<file path="config.mk">
export PLATFORM = sky130hd
export DESIGN_NAME = pipe_skid_reg
export DESIGN_NICKNAME = d
export VERILOG_FILES = /design/src/rtl/pipe_skid_reg.sv
export SDC_FILE = /design/constraint.sdc
export NUM_CORES = 1
export LEC_CHECK = 0
export ABC_AREA = 1
export BUFFER_PORTS_ARGS = -buffer_cell sky130_fd_sc_hd__buf_2
export CAP_MARGIN = 10
export CELL_PAD_IN_SITES_DETAIL_PLACEMENT = 0
export CELL_PAD_IN_SITES_GLOBAL_PLACEMENT = 1
export CORE_MARGIN = 3
export CORE_UTILIZATION = 44
export CTS_CLUSTER_DIAMETER = 60
export DETAILED_ROUTE_END_ITERATION = 10
export GPL_TIMING_DRIVEN = 0
export HOLD_SLACK_MARGIN = 0.12
export PLACE_DENSITY = 0.95
export SETUP_SLACK_MARGIN = 0.2
export SYNTH_ARGS = -nofsm -noshare
export SYNTH_HDL_FRONTEND = slang
export SYNTH_SLANG_ARGS = --single-unit
export TNS_END_PERCENT = 100
</file>
<file path="constraint.sdc">
create_clock -name clk -period 55.8 [get_ports clk]
set_input_delay 11.16 -clock clk [delete_from_list [all_inputs] [get_ports clk]]
set_output_delay 11.16 -clock clk [all_outputs]
set_load 0.03 [all_outputs]
</file>
<file path="src/rtl/pipe_skid_reg.sv">
`default_nettype none
// ============================================================================
// pipe_skid_reg
//   Pipeline stage register with valid/ready handshake, one-entry skid
//   buffer (registered upstream ready), hold and synchronous flush.
//   Revision: 1.0
// ============================================================================
module pipe_skid_reg #(
  parameter int WIDTH             = 300,
  parameter bit FLUSH_CLEARS_DATA = 1'b1
) (
  input  logic             clk,
  input  logic             rst,
  input  logic             flush,
  input  logic             hold,
  input  logic             in_valid,
  output logic             in_ready,
  input  logic [WIDTH-1:0] in_data,
  output logic             out_valid,
  input  logic             out_ready,
  output logic [WIDTH-1:0] out_data,
  output logic [1:0]       occupancy
);

  typedef enum logic [1:0] {
    S_EMPTY = 2'd0,
    S_ONE   = 2'd1,
    S_FULL  = 2'd2
  } state_e;

  state_e           state_q, state_d;
  logic [WIDTH-1:0] main_q, main_d;
  logic [WIDTH-1:0] skid_q, skid_d;
  logic             accept;
  logic             emit;

  // Ready is a function of registered state and hold only, never of out_ready.
  assign in_ready  = !hold && (state_q != S_FULL);
  assign out_valid = !hold && (state_q != S_EMPTY);
  assign accept    = in_valid && in_ready;
  assign emit      = out_valid && out_ready;
  assign out_data  = main_q;
  assign occupancy = state_q;

  always_comb begin
    state_d = state_q;
    main_d  = main_q;
    skid_d  = skid_q;
    if (flush) begin
      state_d = S_EMPTY;
      if (FLUSH_CLEARS_DATA) begin
        main_d = '0;
        skid_d = '0;
      end
    end else if (!hold) begin
      case (state_q)
        S_EMPTY: begin
          if (accept) begin
            state_d = S_ONE;
            main_d  = in_data;
          end
        end
        S_ONE: begin
          if (accept && emit) begin
            main_d = in_data;
          end else if (accept) begin
            state_d = S_FULL;
            skid_d  = in_data;
          end else if (emit) begin
            state_d = S_EMPTY;
          end
        end
        S_FULL: begin
          if (emit) begin
            state_d = S_ONE;
            main_d  = skid_q;
          end
        end
        default: state_d = S_EMPTY;
      endcase
    end
  end

  always_ff @(posedge clk or posedge rst) begin
    if (rst) begin
      state_q <= S_EMPTY;
      main_q  <= '0;
      skid_q  <= '0;
    end else begin
      state_q <= state_d;
      main_q  <= main_d;
      skid_q  <= skid_d;
    end
  end

endmodule
`default_nettype wire

</file>
Word-level counts from Yosys, hierarchy flattened

Cells that the tools add are included.

Equality and inequality tests: 10
Muxes and demuxes: 18
Reduce and logical (&&, ||, !) cells: 14

Operators by type and width:

| cell                 | count |
|---|---|
| $mux W300            | 9 |
| $pmux W300 S3        | 1 |
| $mux W2              | 7 |
| $ne A3 B3 Y1 const B | 4 |
| $reduce_and A5 Y1    | 2 |
| $ne A2 B2 Y1 const B | 3 |
| $pmux W2 S3          | 1 |
| $reduce_bool A2 Y1   | 3 |
| $logic_and A1 B1 Y1  | 5 |
| $ne A4 B4 Y1 const B | 1 |
| $reduce_and A4 Y1    | 1 |
| $reduce_bool A4 Y1   | 1 |
| $eq A2 B1 Y1 const B | 1 |
| $eq A2 B2 Y1 const B | 1 |
| $logic_not A2 Y1     | 1 |
| $logic_not A1 Y1     | 1 |

Register bits: 602
Output and inout port bits: 304

Logic depth before layout (Yosys ltp)

Gate-level depths: netlist of the first run.

Depth in word-level cells: 9
Mapped depth: 13
Depth with buffers taken out: 11

Worst setup path before layout of the first run

OpenSTA, ideal clock, no wires.

Kind: input to output
Start point: input port hold
End point: output port in_ready
Arrival: 11492 ps
Data required time: 44640 ps
Setup slack: 33148 ps
Stages on the path: 3
Path buffers: 0
Path through: inv_1 nand2_2 inv_1

Longest elaborated chain between the ends: 2

RTL lines:

| element             | line | RTL |
|---|---|---|
| start, declared     | 15   | `input logic hold,` |
| $logic_not A1 Y1    | n/a  |  |
| $logic_and A1 B1 Y1 | 38   | `assign in_ready = !hold && (state_q != S_FULL);` |
| end, declared       | 17   | `output logic in_ready,` |

No other way between the ends.

Worst setup path after layout of the first run

Same ends and word-level chain as after synthesis.

==> results of run 1 <==
-- worst min path at each step --
stage / startpoint / endpoint / slack, ns / cells after the start
global route: out_data[125]$_DFFE_PP0P_ / out_data[125]$_DFFE_PP0P_ / 0.48 / 2
floorplan: skid_q[266]$_DFFE_PP0P_ / skid_q[266]$_DFFE_PP0P_ / 0.48 / 2
detailed placement: out_data[125]$_DFFE_PP0P_ / out_data[125]$_DFFE_PP0P_ / 0.45 / 2
finish: out_data[256]$_DFFE_PP0P_ / out_data[256]$_DFFE_PP0P_ / 0.46 / 2
CTS: out_data[81]$_DFFE_PP0P_ / out_data[81]$_DFFE_PP0P_ / 0.47 / 2
global placement: out_data[24]$_DFFE_PP0P_ / out_data[24]$_DFFE_PP0P_ / 0.45 / 2
-- through the flow --
step	hold WS, ns	utilization, %	setup slack [ns]
3_5_place_dp	0.453	51.3	32.89
4_1_cts	0.468	54.9	32.89
2_1_floorplan	0.476	-	27.79
6_report	0.463	55.0	32.89
5_1_grt	0.482	55.0	32.87
3_3_place_gp	0.449	51.1	21.12
-- final cells by class --
class                   instances  share of cell area, %
flip-flops and latches        602                   43.3
well taps                     846                   3.05
inverters                     273                   2.97
diodes                         33                  0.238
clock buffers                 100                   5.80
repair buffers                614                   9.17
plain buffers                 334                   4.39
clock inverters                21                  0.641
multi-input cells            2206                   30.4
-- cells by family after synthesis --
| logic type | synth area share [%] |
|---|---|
| and+or+nand+nor | 22.6 |
| DFF | 53.4 |
| AOI/OAI and AO/OA | 14.7 |
| buffers and inverters | 9.05 |
| adders and majority gates | 0.178 |
-- layer usage --
layer / vias up / part of all wire [%]
li1: 13000 / -
met5: - / 0.14
met2: 1122 / 47
met1: 13400 / 41
met3: 236 / 7.6
met4: 22 / 3.9
-- flip-flops by register name (all words and copies together) (netlist names) --
signal and cells:
skid_q 300, occupancy 2, out_data 300
-- tightest hold or removal path: stages (launching register included) --
cell and delay (ns):
sky130_fd_sc_hd__dfrtp_1 0.34, sky130_fd_sc_hd__nand2_1 0.05, sky130_fd_sc_hd__nand2_1 0.04
-- where the power goes --
| part | internal (µW) | switching [µW] |
|---|---|---|
| Sequential | 534 | 50.0 |
| Clock | 265 | 187 |
| Combinational | 139 | 404 |
| Total | 939 | 641 |
-- cell usage in the layout, fill, tap and decap left out, types with 2 or more instances in the layout --
cell type,Yosys,layout
sky130_fd_sc_hd__clkinvlp_4,0,2
sky130_fd_sc_hd__bufinv_16,0,3
sky130_fd_sc_hd__a21oi_1,266,266
sky130_fd_sc_hd__inv_6,0,2
sky130_fd_sc_hd__o21ai_0,458,458
sky130_fd_sc_hd__dfrtp_1,602,602
sky130_fd_sc_hd__buf_16,0,5
sky130_fd_sc_hd__o21ai_1,103,103
sky130_fd_sc_hd__clkbuf_1,115,131
sky130_fd_sc_hd__nand3_1,337,337
sky130_fd_sc_hd__nor2_1,76,76
sky130_fd_sc_hd__clkinv_4,0,2
sky130_fd_sc_hd__clkinv_8,0,2
sky130_fd_sc_hd__inv_2,4,4
sky130_fd_sc_hd__clkbuf_16,0,71
sky130_fd_sc_hd__inv_1,268,267
sky130_fd_sc_hd__ha_1,4,4
sky130_fd_sc_hd__nand2_1,652,652
sky130_fd_sc_hd__buf_4,19,19
sky130_fd_sc_hd__buf_1,40,40
sky130_fd_sc_hd__clkinv_2,1,11
sky130_fd_sc_hd__nand4_1,300,300
sky130_fd_sc_hd__buf_2,160,769
sky130_fd_sc_hd__clkbuf_8,0,13
sky130_fd_sc_hd__nand2_2,4,4
sky130_fd_sc_hd__diode_2,0,33
==> implementation parameters, run 1 <==
Parameter                              Value

Outcome
  Outcome ... finished, final reports clean

Critical path
  Top fanout value on the critical path ... 2
  Logic depth of the worst setup path including buffers ... 5
  Worst stage delay on the critical path ... 0.22 ns
  Reg2reg path depth ... 9
  Reg-to-reg endpoint ... out_data[84]$_DFFE_PP0P_
  Worst setup endpoint ... in_ready
  Startpoint of the worst register-to-register path ... occupancy[0]$_DFFE_PP0P_
  Setup CP Type ... primary input to output pin
  Element type at the critical path end ... output pin
  Critical path arrival ... 11.75 ns
  Setup slack of the worst register-to-register path ... 53.10 ns
  Cell with the largest stage delay on the worst path ... sky130_fd_sc_hd__buf_2
  Bufs and invs on worst path ... 4
  CP startpoint kind ... primary input
  First element of the critical path ... hold
  Chain of cells forming the critical path ... buf_2 -> inv_1 -> nand2_2 -> inv_1 -> buf_2
  Data required time at the worst endpoint ... 44.64 ns
  Top cell family by delay on the critical path ... buffers and inverters

Drt
  Initial DRC count ... 2749
  Wire length per cell after detailed routing ... 19.9 µm
  Number of nets still failing antenna checks after routing ... 0
  Avg Vias per Cell ... 5.52
  DR DRC count ... 0
  Final WL ... 100000 µm
  Routed vias ... 27800
  Count of TritonRoute iterations in the first routing pass ... 6

Clock network
  Clock network latency to the later pin of the worst-skew pair ... 0.61 ns
  Number of buffers inserted during clock tree synthesis ... 68
  Total setup buffers inserted after CTS ... 0
  Cell at the root of the clock tree ... sky130_fd_sc_hd__clkbuf_16
  Hold buffer count at cts ... 0
  Clock transition at the registers of the reported paths ... 0.05 ns
  Number of buffers on the longest clock path ... 3
  CTS tree ... done
  H-tree level count ... 3
  Cts repair resizes ... 0
  Number of sinks handled by clock tree synthesis ... 602

Global route
  Maximum number of pins on one net before global-route repair ... 132
  Global-route track usage on met2 ... 45.9%
  Via count of the first global-routing pass ... 26100
  Aggregate global-route resource usage ... 28.9%
  Grt total ovfl ... 0
  Initial antenna violation count ... 45
  Top Usage Layer GRT ... met2
  Met3 Track Usage GR ... 5.76%
  Wire length of the first global-routing pass ... 152000 µm
  Met1 track demand over resource in global routing ... 38.6%

Place
  Quantity of I/O buffers inserted on ports ... 609
  Half-perimeter wire length after placement ... 72400 µm
  Weighted congestion at the end of routability-driven global placement ... 0.898
  DP Area ... 32400 µm²
  Dpl cells ... 4875

Cells and area
  Fraction of layout instances using a drive strength above 1 ... 22.0%
  Area taken by multi-input logic gates ... 10600 µm²
  Final non-filler cell area ... 34800 µm²
  Number of nets in the finished design ... 4409
  Combined flip-flop and latch cell area ... 15100 µm²
  Post-synthesis to final-layout area growth ... 23.3%
  Post-layout instance count excluding filler cells ... 5029
  Fill cells ... 5942

Yosys
  Average cell area after synthesis ... 8.25 µm²
  Number of nets in the synthesized netlist ... 3725
  Gate Count Post-Synth ... 3415
  Leading post-synthesis cells by cell area ... sky130_fd_sc_hd__dfrtp_1, sky130_fd_sc_hd__nand2_1, sky130_fd_sc_hd__o21ai_0
  Count of yosys warnings during synthesis ... 0
  Area of the mapped netlist ... 28200 µm²
  Post-synth top area cell ... sky130_fd_sc_hd__dfrtp_1
  Top-area cell type share of the netlist area ... 53.4%
  Post-synthesis sequential element count ... 602
  Most common cell in the synthesized netlist ... sky130_fd_sc_hd__nand2_1
  Number of enable flip-flop cells after synthesis ... 0
  Unique cell type count in the Yosys netlist ... 23
  Most frequent cells after synthesis ... sky130_fd_sc_hd__nand2_1, sky130_fd_sc_hd__dfrtp_1, sky130_fd_sc_hd__o21ai_0, sky130_fd_sc_hd__nand3_1, sky130_fd_sc_hd__nand4_1
  Most used flip-flop cell after synthesis ... sky130_fd_sc_hd__dfrtp_1
  Sequential cell area fraction in the yosys report ... 53.4%
  Fraction of registers with async set or reset after synthesis ... 100%

STA
  Shortest period the worst path allows ... 22.91 ns
  Final-layout setup total negative slack ... 0 ns
  Worst relative slew slack ... 51.3%
  Pin slew with the least headroom to its limit ... 0.731 ns
  Final number of hold-violating endpoints ... 0
  Fmax ... 0.0436 GHz
  Slew Viols, Final ... 0
  Final setup violation count ... 0
  Final period util ... 41.1%
  Worst clock skew ... 0.0263 ns
  Unrepaired setup endpoints after global routing ... false

Die
  Boundary Pins ... 610
  Starting utilization of the core area ... 44.6%
  Core Box Area ... 63200 µm²
  Placement row count ... 92
  Die outline width ... 259 µm
  Chip Height ... 259 µm
  Total Die Area ... 67100 µm²

Power and ir drop
  Total chip power ... 1580 µW
  Leakage power summed over all cells ... 0.0179 µW
  PD cells ... 45.5 nW/µm²
  Worst voltage drop across the vdd grid ... 0.0323 mV

Job
  Max capacitance violation total ... 0

Min path
  Hold Crit Class ... flip-flop to flip-flop
(Power assumes the default switching activity.)
==> run 2: changes to the inputs <==
CORE_UTILIZATION = 36   (was 44)
PLACE_DENSITY = 0.86   (was 0.95)
clock period = 20.4 ns   (was 55.8 ns; I/O delays follow)
==> implementation parameters, run 2 (synthesis results as in run 1) <==
Parameter                              Value

STA
  Final worst-path setup slack ... 11.68 ns
  Slew Viols, Final ... 0
  Worst clock skew ... 0.0329 ns
  Final number of hold-violating endpoints ... 0
  Tightest hold margin ... 0.463 ns
  Pin slew with the least headroom to its limit ... 0.665 ns
  Fmax ... 0.115 GHz
  Unrepaired setup endpoints after global routing ... false
  Final period util ... 42.8%
  Final-layout setup total negative slack ... 0 ns
  Final setup violation count ... 0
  Worst relative slew slack ... 55.6%
  Shortest period the worst path allows ... 8.72 ns

Drt
  Number of nets still failing antenna checks after routing ... 0
  Routed vias ... 27500
  Initial DRC count ... 2196
  Avg Vias per Cell ... 5.25
  Count of TritonRoute iterations in the first routing pass ... 6
  Final WL ... 102000 µm
  DR DRC count ... 0
  Wire length per cell after detailed routing ... 19.6 µm

Cells and area
  Fraction of layout instances using a drive strength above 1 ... 22.4%
  Post-synthesis to final-layout area growth ... 26.0%
  Combined flip-flop and latch cell area ... 15100 µm²
  Leading cell type in the layout, fill and taps excluded ... sky130_fd_sc_hd__buf_2
  Number of nets in the finished design ... 4427
  Final non-filler cell area ... 35500 µm²
  Most frequent cells in the layout ... sky130_fd_sc_hd__buf_2, sky130_fd_sc_hd__nand2_1, sky130_fd_sc_hd__dfrtp_1
  Fill cells ... 7666
  Area taken by multi-input logic gates ... 10600 µm²

Critical path
  Reg-to-reg endpoint ... out_data[84]$_DFFE_PP0P_
  CP startpoint kind ... primary input
  Data required time at the worst endpoint ... 16.32 ns
  Element type at the critical path end ... output pin
  Startpoint of the worst register-to-register path ... occupancy[0]$_DFFE_PP0P_
  Reg2reg path depth ... 9
  Critical path arrival ... 4.64 ns
  Setup slack of the worst register-to-register path ... 17.63 ns
  First element of the critical path ... hold
  Setup CP Type ... primary input to output pin
  Worst setup endpoint ... in_ready
  Top fanout value on the critical path ... 2

Clock network
  Number of buffers inserted during clock tree synthesis ... 74
  Clock transition at the registers of the reported paths ... 0.05 ns
  Clock network latency to the later pin of the worst-skew pair ... 0.60 ns
  H-tree level count ... 3
  Cell at the root of the clock tree ... sky130_fd_sc_hd__clkbuf_16
  Number of buffers on the longest clock path ... 3
  Cts repair resizes ... 0
  Hold buffer count at cts ... 0
  CTS tree ... done
  Total setup buffers inserted after CTS ... 0
  Number of sinks handled by clock tree synthesis ... 602

Die
  Placement row count ... 101
  Core Box Area ... 76700 µm²
  Chip Height ... 286 µm
  Starting utilization of the core area ... 36.7%
  Total Die Area ... 81700 µm²
  Boundary Pins ... 610
  Die outline width ... 286 µm

Place
  Weighted congestion at the end of routability-driven global placement ... 0.888
  Worst setup timing slack at the placement stage ... 11.69 ns
  Quantity of I/O buffers inserted on ports ... 609
  Half-perimeter wire length after placement ... 76000 µm
  DP Area ... 32900 µm²

Power and ir drop
  Leakage power summed over all cells ... 0.0182 µW
  Design internal power ... 2690 µW
  Worst voltage drop across the vdd grid ... 0.0726 mV
  Part of the power in registers ... 35.7%
  Part of the power in combinational logic ... 33.4%
  PD cells ... 126 nW/µm²
  Switching Fraction ... 39.8%
  Sw Pwr ... 1780 µW
  Clock share of power ... 30.9%

Global route
  Aggregate global-route resource usage ... 24.4%
  Top Usage Layer GRT ... met2
  Global-route track usage on met2 ... 39.4%
  Met3 Track Usage GR ... 4.87%
  Met1 track demand over resource in global routing ... 32.2%
  Grt total ovfl ... 0
  Initial antenna violation count ... 41
  Wire length of the first global-routing pass ... 157000 µm
  Via count of the first global-routing pass ... 26600
  Maximum number of pins on one net before global-route repair ... 44

Job
  Max capacitance violation total ... 0

Min path
  Hold Crit Class ... flip-flop to flip-flop

Outcome
  Outcome ... finished, final reports clean
-- run 2: cell types whose count changed in the layout (fill, tap and decap cells not counted), sizes merged --
cell    change
diode       +2
clkinv      -2
buf        +12
bufinv      +4
inv         +2
clkbuf      +7
-- run 2: how the worst min path moves through the flow --
| stage | from | end | slack, ns | cells past startpoint |
|---|---|---|---|---|
| after detailed placement | out_data[42]$_DFFE_PP0P_ | out_data[42]$_DFFE_PP0P_ | 0.45 | 2 |
| after global placement | out_data[136]$_DFFE_PP0P_ | out_data[136]$_DFFE_PP0P_ | 0.45 | 2 |
| after floorplan | skid_q[266]$_DFFE_PP0P_ | skid_q[266]$_DFFE_PP0P_ | 0.48 | 2 |
| after global routing | out_data[218]$_DFFE_PP0P_ | out_data[218]$_DFFE_PP0P_ | 0.49 | 2 |
| final | out_data[124]$_DFFE_PP0P_ | out_data[124]$_DFFE_PP0P_ | 0.46 | 2 |
| after CTS | out_data[69]$_DFFE_PP0P_ | out_data[69]$_DFFE_PP0P_ | 0.47 | 2 |
-- run 2: layout make-up --
class                           count  area share (%)
Antenna cell                       35           0.247
Buffer                            334            4.29
Clock buffer                      107            6.16
Clock inverter                     25            1.07
Inverter                          273            2.90
Multi-Input combinational cell   2206            29.8
Sequential cell                   602            42.4
Tap cell                         1030            3.63
Timing Repair Buffer              626            9.54
-- run 2: critical path, cell delays in order --
cell	delay, ns
sky130_fd_sc_hd__buf_2	0.12
sky130_fd_sc_hd__inv_1	0.08
sky130_fd_sc_hd__nand2_2	0.08
sky130_fd_sc_hd__inv_1	0.08
sky130_fd_sc_hd__buf_2	0.20
-- run 2: stage by stage --
step | utilization, % | total power [µW] | cells
floorplan | - | 2560 | 3415
finish | 46.3 | 4470 | 5238
CTS | 46.2 | 4500 | 5203
detailed placement | 42.8 | 3110 | 5071
global placement | 42.4 | 3090 | 5054
global route | 46.3 | 4700 | 5223
-- run 2: power groups by stage --
| stage | Combinational (µW) | Clock, µW | Sequential [µW] |
|---|---|---|---|
| floorplan | 549 | 0 | 2020 |
| global placement | 1480 | 0 | 1610 |
| detailed placement | 1500 | 0 | 1610 |
| CTS | 1500 | 1410 | 1600 |
| global route | 1620 | 1460 | 1630 |
| finish | 1490 | 1380 | 1600 |
-- run 2: layer usage --
metal,wire length [µm],vias to the layer above
li1,-,13000
met1,42800,13200
met2,48400,1081
met3,7640,198
met4,3510,20
met5,136,-
